## src/rtl/axi_wr_burst_ctrl.sv

```systemverilog
// axi_wr_burst_ctrl
// AXI4 master-side write-burst sequencer for a single local requester.
// It accepts one burst command, then runs AW, W and B strictly in that order.
// A beat counter generates WLAST. Completion is reported as a one-cycle
// done_valid pulse, with the burst's BRESP held on done_resp.
//
// Optional build macro: AXI_WR_TIMEOUT_EN
//   Adds a B-response watchdog. If no BVALID arrives within TIMEOUT_CYC
//   cycles in RESP, the burst completes with done_resp = SLVERR (2'b10).
//   Without the macro, RESP waits indefinitely.
//
// Ports
//   clk, rst                     clock; asynchronous active-high reset
//   req_valid/req_ready          command handshake
//   req_addr/req_len/req_id      burst address, beats-1, AXI ID
//   wd_valid/wd_ready            local write-data beat handshake
//   wd_data/wd_strb              local write data and byte strobes
//   done_valid/done_resp         completion pulse and held BRESP
//   AW*/W*/B*                    AXI4 write channels (BID is ignored)
module axi_wr_burst_ctrl #(
  parameter int unsigned ADDR_W      = 32,
  parameter int unsigned DATA_W      = 32,
  parameter int unsigned LEN_W       = 4,
  parameter int unsigned ID_W        = 4,
  parameter int unsigned TIMEOUT_CYC = 255
) (
  input  logic                  clk,
  input  logic                  rst,
  input  logic                  req_valid,
  output logic                  req_ready,
  input  logic [ADDR_W-1:0]     req_addr,
  input  logic [LEN_W-1:0]      req_len,
  input  logic [ID_W-1:0]       req_id,
  input  logic                  wd_valid,
  output logic                  wd_ready,
  input  logic [DATA_W-1:0]     wd_data,
  input  logic [DATA_W/8-1:0]   wd_strb,
  output logic                  done_valid,
  output logic [1:0]            done_resp,
  output logic [ID_W-1:0]       AWID,
  output logic [ADDR_W-1:0]     AWADDR,
  output logic [7:0]            AWLEN,
  output logic [2:0]            AWSIZE,
  output logic [1:0]            AWBURST,
  output logic                  AWVALID,
  input  logic                  AWREADY,
  output logic [DATA_W-1:0]     WDATA,
  output logic [DATA_W/8-1:0]   WSTRB,
  output logic                  WLAST,
  output logic                  WVALID,
  input  logic                  WREADY,
  input  logic [ID_W-1:0]       BID,
  input  logic [1:0]            BRESP,
  input  logic                  BVALID,
  output logic                  BREADY
);

  typedef enum logic [1:0] {S_IDLE, S_ADDR, S_DATA, S_RESP} state_t;

  state_t              r_state;
  state_t              w_next;
  logic [ADDR_W-1:0]   r_addr;
  logic [LEN_W-1:0]    r_len;
  logic [ID_W-1:0]     r_id;
  logic [LEN_W-1:0]    r_cnt;
  logic                r_done_valid;
  logic [1:0]          r_done_resp;
  logic                w_w_hs;
  logic                w_last;
  logic                w_timeout;
  logic                w_unused_bid;

  assign w_unused_bid = ^BID;

  assign w_w_hs = (r_state == S_DATA) && wd_valid && WREADY;
  assign w_last = (r_state == S_DATA) && (r_cnt == r_len);

`ifdef AXI_WR_TIMEOUT_EN
  localparam int unsigned WD_W = $clog2(TIMEOUT_CYC + 1);
  logic [WD_W-1:0] r_wdog;

  // Held at zero outside RESP, so it always starts from zero on entry.
  always_ff @(posedge clk or posedge rst) begin
    if (rst) begin
      r_wdog <= '0;
    end else if (r_state != S_RESP) begin
      r_wdog <= '0;
    end else begin
      r_wdog <= r_wdog + 1'b1;
    end
  end

  // Fires in the TIMEOUT_CYC-th RESP cycle; done_valid follows one cycle later.
  assign w_timeout = (r_state == S_RESP) && !BVALID &&
                     (r_wdog == WD_W'(TIMEOUT_CYC - 1));
`else
  localparam int unsigned unused_timeout_cyc = TIMEOUT_CYC;
  assign w_timeout = 1'b0;
`endif

  always_comb begin
    w_next = r_state;
    case (r_state)
      S_IDLE:  if (req_valid)            w_next = S_ADDR;
      S_ADDR:  if (AWREADY)              w_next = S_DATA;
      S_DATA:  if (w_w_hs && w_last)     w_next = S_RESP;
      S_RESP:  if (BVALID || w_timeout)  w_next = S_IDLE;
      default:                           w_next = S_IDLE;
    endcase
  end

  always_ff @(posedge clk or posedge rst) begin
    if (rst) begin
      r_state      <= S_IDLE;
      r_addr       <= '0;
      r_len        <= '0;
      r_id         <= '0;
      r_cnt        <= '0;
      r_done_valid <= 1'b0;
      r_done_resp  <= '0;
    end else begin
      r_state <= w_next;
      if ((r_state == S_IDLE) && req_valid) begin
        r_addr <= req_addr;
        r_len  <= req_len;
        r_id   <= req_id;
      end
      if (w_w_hs) begin
        r_cnt <= w_last ? '0 : r_cnt + 1'b1;
      end
      r_done_valid <= (r_state == S_RESP) && (BVALID || w_timeout);
      if ((r_state == S_RESP) && BVALID) begin
        r_done_resp <= BRESP;
      end else if (w_timeout) begin
        r_done_resp <= 2'b10;
      end
    end
  end

  assign req_ready  = (r_state == S_IDLE);
  assign done_valid = r_done_valid;
  assign done_resp  = r_done_resp;

  assign AWID    = r_id;
  assign AWADDR  = r_addr;
  assign AWLEN   = 8'(r_len);
  assign AWSIZE  = 3'($clog2(DATA_W / 8));
  assign AWBURST = 2'b01;
  assign AWVALID = (r_state == S_ADDR);

  assign WDATA    = wd_data;
  assign WSTRB    = wd_strb;
  assign WLAST    = w_last;
  assign WVALID   = (r_state == S_DATA) && wd_valid;
  assign wd_ready = (r_state == S_DATA) && WREADY;

  assign BREADY = (r_state == S_RESP);

endmodule

```

## config.mk

```make
export PLATFORM = sky130hd
export DESIGN_NAME = axi_wr_burst_ctrl
export DESIGN_NICKNAME = d
export VERILOG_FILES = /design/src/rtl/axi_wr_burst_ctrl.sv
export SDC_FILE = /design/constraint.sdc
export NUM_CORES = 1
export LEC_CHECK = 0
export BUFFER_PORTS_ARGS = -buffer_cell sky130_fd_sc_hd__buf_2
export CAP_MARGIN = 10
export CORE_MARGIN = 2
export CORE_UTILIZATION = 40
export DETAILED_ROUTE_END_ITERATION = 8
export GPL_TIMING_DRIVEN = 1
export PLACE_DENSITY = 0.86
export RECOVER_POWER = 100
export REMOVE_ABC_BUFFERS = 1
export SYNTH_ARGS = -nofsm -noshare
export SYNTH_HDL_FRONTEND = slang
export SYNTH_SLANG_ARGS = --single-unit
```

## constraint.sdc

```tcl
create_clock -name clk -period 1.8 [get_ports clk]
set_clock_uncertainty 0.1 [all_clocks]
set_input_delay 0.09 -clock clk [delete_from_list [all_inputs] [get_ports clk]]
set_output_delay 0.09 -clock clk [all_outputs]
set_load 0.02 [all_outputs]
```

==> qor.csv <==
stage,metric,value,unit
die,rows,28,
die,die_w,81.62,um
die,die_h,81.62,um
placed_design,place_hpwl,4937,um
timing,timing.fmax,569.0,MHz
synth,synth_cell_type_count,30,
timing,tightest_slew,0.9434,ns
synth,yosysSeqAreaShare,50.88,%
timing,fin_tns_setup,0,ns
synth,ys_ff_latch,49,
detailed_routing,drt_first_pass_iters,5,
cells_and_area,nNetsFinal,401,
clock_network,cts_tree,done,
placed_design,io_buffers,97,
cells_and_area,multiInputGateArea,847.1,um^2
timing,hold_violations,0,
detailed_routing,vias_per_cell,4.786,
clock_network,cts_buffers,5,
power_and_ir_drop,switching_power,0.002210,W
timing,setup_slack,0.04256,ns
clock_network,path_clk_slew,0.09,ns
cells_and_area,final_cell_count_no_fill,383,
global_routing,gr-total-overflow,0,
timing,setup_viol,0,
synth,syn-cell-area,2410,um^2
cells_and_area,area_growth,35.41,%
power_and_ir_drop,intPower,0.003237,W
worst_setup_path,crit_path_max_incr_delay,0.42,ns
global_routing,grt_usage,21.31,%
global_routing,grt_pass1_wl,10030,um
detailed_routing,drtIter0Drc,56,
power_and_ir_drop,swShare,40.57,%
worst_setup_path,worstPathRequired,1.61,ns
power_and_ir_drop,combinationalPowerShare,49.1,%
placed_design,place_inst,325,
synth,synth_top_area_share,50.88,%
timing,period_needed,1.757,ns
worst_setup_path,critPathKind,reg2out,
clock_network,clock_latency,0.29,ns
power_and_ir_drop,clock_power_share,14.7,%
worst_setup_path,path_cells,xor2_1 -> nor4_4 -> and2_2 -> buf_2,
detailed_routing,ant_nets,0,
cells_and_area,final_area,3263,um^2
synth,syn_area_per_cell,12.55,um^2
detailed_routing,vias,1833,
placed_design,place_area,2710,um^2
synth,yosys_warnings,0,
worst_setup_path,slowest_stage,dfrtp_1,
global_routing,antenna_found_initial,0,
timing,holdWs,0.08003,ns
timing,rsz0062_at_grt,yes,
clock_network,cts_root_buf,clkbuf_8,
power_and_ir_drop,seqPwrFrac,36.2,%
cells_and_area,drive_gt1_share,38.31,%
job,cap_violations,0,
detailed_routing,finalWirelength,7196,um
die,io_pins,183,
global_routing,first_global_vias,1795,
min_path,worst_hold_path_type,in2out,
clock_network,cts_max_level,2,
detailed_routing,wl_per_cell,18.79,um
cells_and_area,fill_cells,535,
worst_setup_path,cp.arrival,1.57,ns
clock_network,clockBufferDepth,2,
cells_and_area,regArea,1226,um^2
timing,slew_headroom,37.04,%
power_and_ir_drop,ir_drop,0.0008669,V
synth,netlist_instances,192,
global_routing,grt_max_degree,41,
worst_setup_path,cp_max_fo,3,
placed_design,gp_congestion,0.7272,
worst_setup_path,cpLargestDelayFamily,simple AND/OR/NAND/NOR gates,
placed_design,dp_slack,0.1587,ns
die,die-area,6661,um^2
timing,fin_crit_sh,97.64,%
power_and_ir_drop,power_leakage,1.522,nW
detailed_routing,drcViolationCount,0,
cells_and_area,n_antenna_cell,0,
status,status,completed,
die,core_area,5886,um^2
synth,synth_area_leaders,"dfrtp_1 51%, mux2_2 20%, buf_4 14%",
worst_setup_path,critPathLaunchType,flop,
worst_setup_path,worst_setup_path_end_kind,primary output,
worst_setup_path,crit_buf_inv,1,
synth,yosysTopAreaCell,dfrtp_1,
power_and_ir_drop,powerDensity,1669,nW/um^2
clock_network,clkSinkCount,49,
timing,drv_slew,0,
die,start_util,40.94,%
[logic make-up (layout without fill, tap and decap cells)]
logic type               after synthesis  after routing  share of synthesized area (%)
buffers and inverters                 54            163                          15.68
flip-flops                            49             49                          50.88
multiplexers                          43             43                          20.04
AND/OR/NAND/NOR                       26             26                          6.647
AO/OA/AOI/OAI                          9              9                          2.389
adder cells (fa/ha/maj)                5              5                          2.596
XOR/XNOR                               4              4                          1.454
other                                  2              9                         0.3116
[state kept, by name (all words and copies together) (netlist names)]
signal / cells
r_cnt: 4
AWID: 4
done_resp: 2
r_state: 2
AWADDR: 32
done_valid: 1
r_len: 4
[path summary, 6_finish.rpt]
| check | slack, ns | end | cells past startpoint | start |
|---|---|---|---|---|
| worst max-delay path | 0.04 | WLAST | 4 | r_cnt[2]$_DFFE_PP0N_ |
| worst min-delay path | 0.08 | WDATA[21] | 0 | wd_data[21] |
| worst max register to register | 0.09 | AWADDR[27]$_DFFE_PP0P_ | 5 | r_state[0]$_DFFE_PP0P_ |
| worst min register to register | 0.41 | AWADDR[12]$_DFFE_PP0P_ | 1 | AWADDR[12]$_DFFE_PP0P_ |
| max in group asynchronous | 0.48 | AWID[0]$_DFFE_PP0P_ | 4 | rst |
| min in group asynchronous | 0.46 | AWADDR[17]$_DFFE_PP0P_ | 3 | rst |
[cells in the final DEF, fill, tap and decap left out, types with 2 or more instances in the layout]
cell type       n
buf_2          52
clkbuf_8        6
buf_4           8
ha_1            4
dlygate4sd3_1  44
nand3_1         2
nor2b_1         4
dfrtp_1        49
inv_1           4
nand2_1         6
xor2_1          4
clkbuf_1       46
mux2_2         42
conb_1          9
o21ai_0         3
and2_1          2
[routing by layer]
| metal | share of wire [%] | track usage, % | vias up |
|---|---|---|---|
| met2 | 48 | 33.69 | 123 |
| li1 | - | - | 819 |
| met5 | 0.65 | 5.833 | - |
| met4 | 1.2 | 6.000 | 2 |
| met1 | 30 | 18.73 | 879 |
| met3 | 20 | 20.88 | 10 |
[Yosys cell counts]
cell      number
xor2_1         4
nand2_1        7
inv_1          4
nor2b_1        4
a21oi_1        1
mux2i_1        1
nor4b_1        1
nand4_1        1
or3_1          1
mux2_2        42
a211oi_1       1
dfrtp_1       49
buf_4         45
o21bai_1       1
buf_2          5
a31oi_1        1
and2_2         1
nor4_4         1
a21o_2         1
conb_1         2
nand2b_1       1
and2_1         2
nand3b_1       1
nor3_1         1
o21ai_0        3
a21o_1         1
and3_1         1
nor4_1         1
ha_1           5
nand3_1        3
[stage by stage]
step	power, W	util (%)
finish	0.005446	55.44
global route	0.005803	55.44
CTS	0.005553	55.76
detailed placement	0.004623	46.05
global placement	0.004515	46.05
floorplan	0.003735	-
[power groups by stage]
| stage | sequential [W] | combinational [W] | clock (W) |
|---|---|---|---|
| global placement | 0.00196 | 0.00255 | 0 |
| floorplan | 0.00258 | 0.00116 | 0 |
| detailed placement | 0.00199 | 0.00263 | 0 |
| CTS | 0.00196 | 0.00276 | 0.000831 |
| finish | 0.00197 | 0.00267 | 0.000798 |
| global route | 0.00204 | 0.00288 | 0.000880 |
[layout make-up]
cell class,instances,share of cell area [%]
Clock buffer,7,2.646
Clock inverter,1,0.9202
Inverter,4,0.4601
Multi-Input combinational cell,96,25.96
Sequential cell,49,37.58
Tap cell,75,2.876
Timing Repair Buffer,151,29.56
[timing repair]
| item | CTS | global route |
|---|---|---|
| setup buffers | 2 | 4 |
| pin swaps | 1 | 1 |
| hold buffers | 44 | 0 |
| hold endpoints to repair | 65 | 0 |
| setup endpoints to repair | 1 | 3 |
| gates resized for setup | 0 | 3 |
No activity file was read; power rests on OpenSTA's default activity.
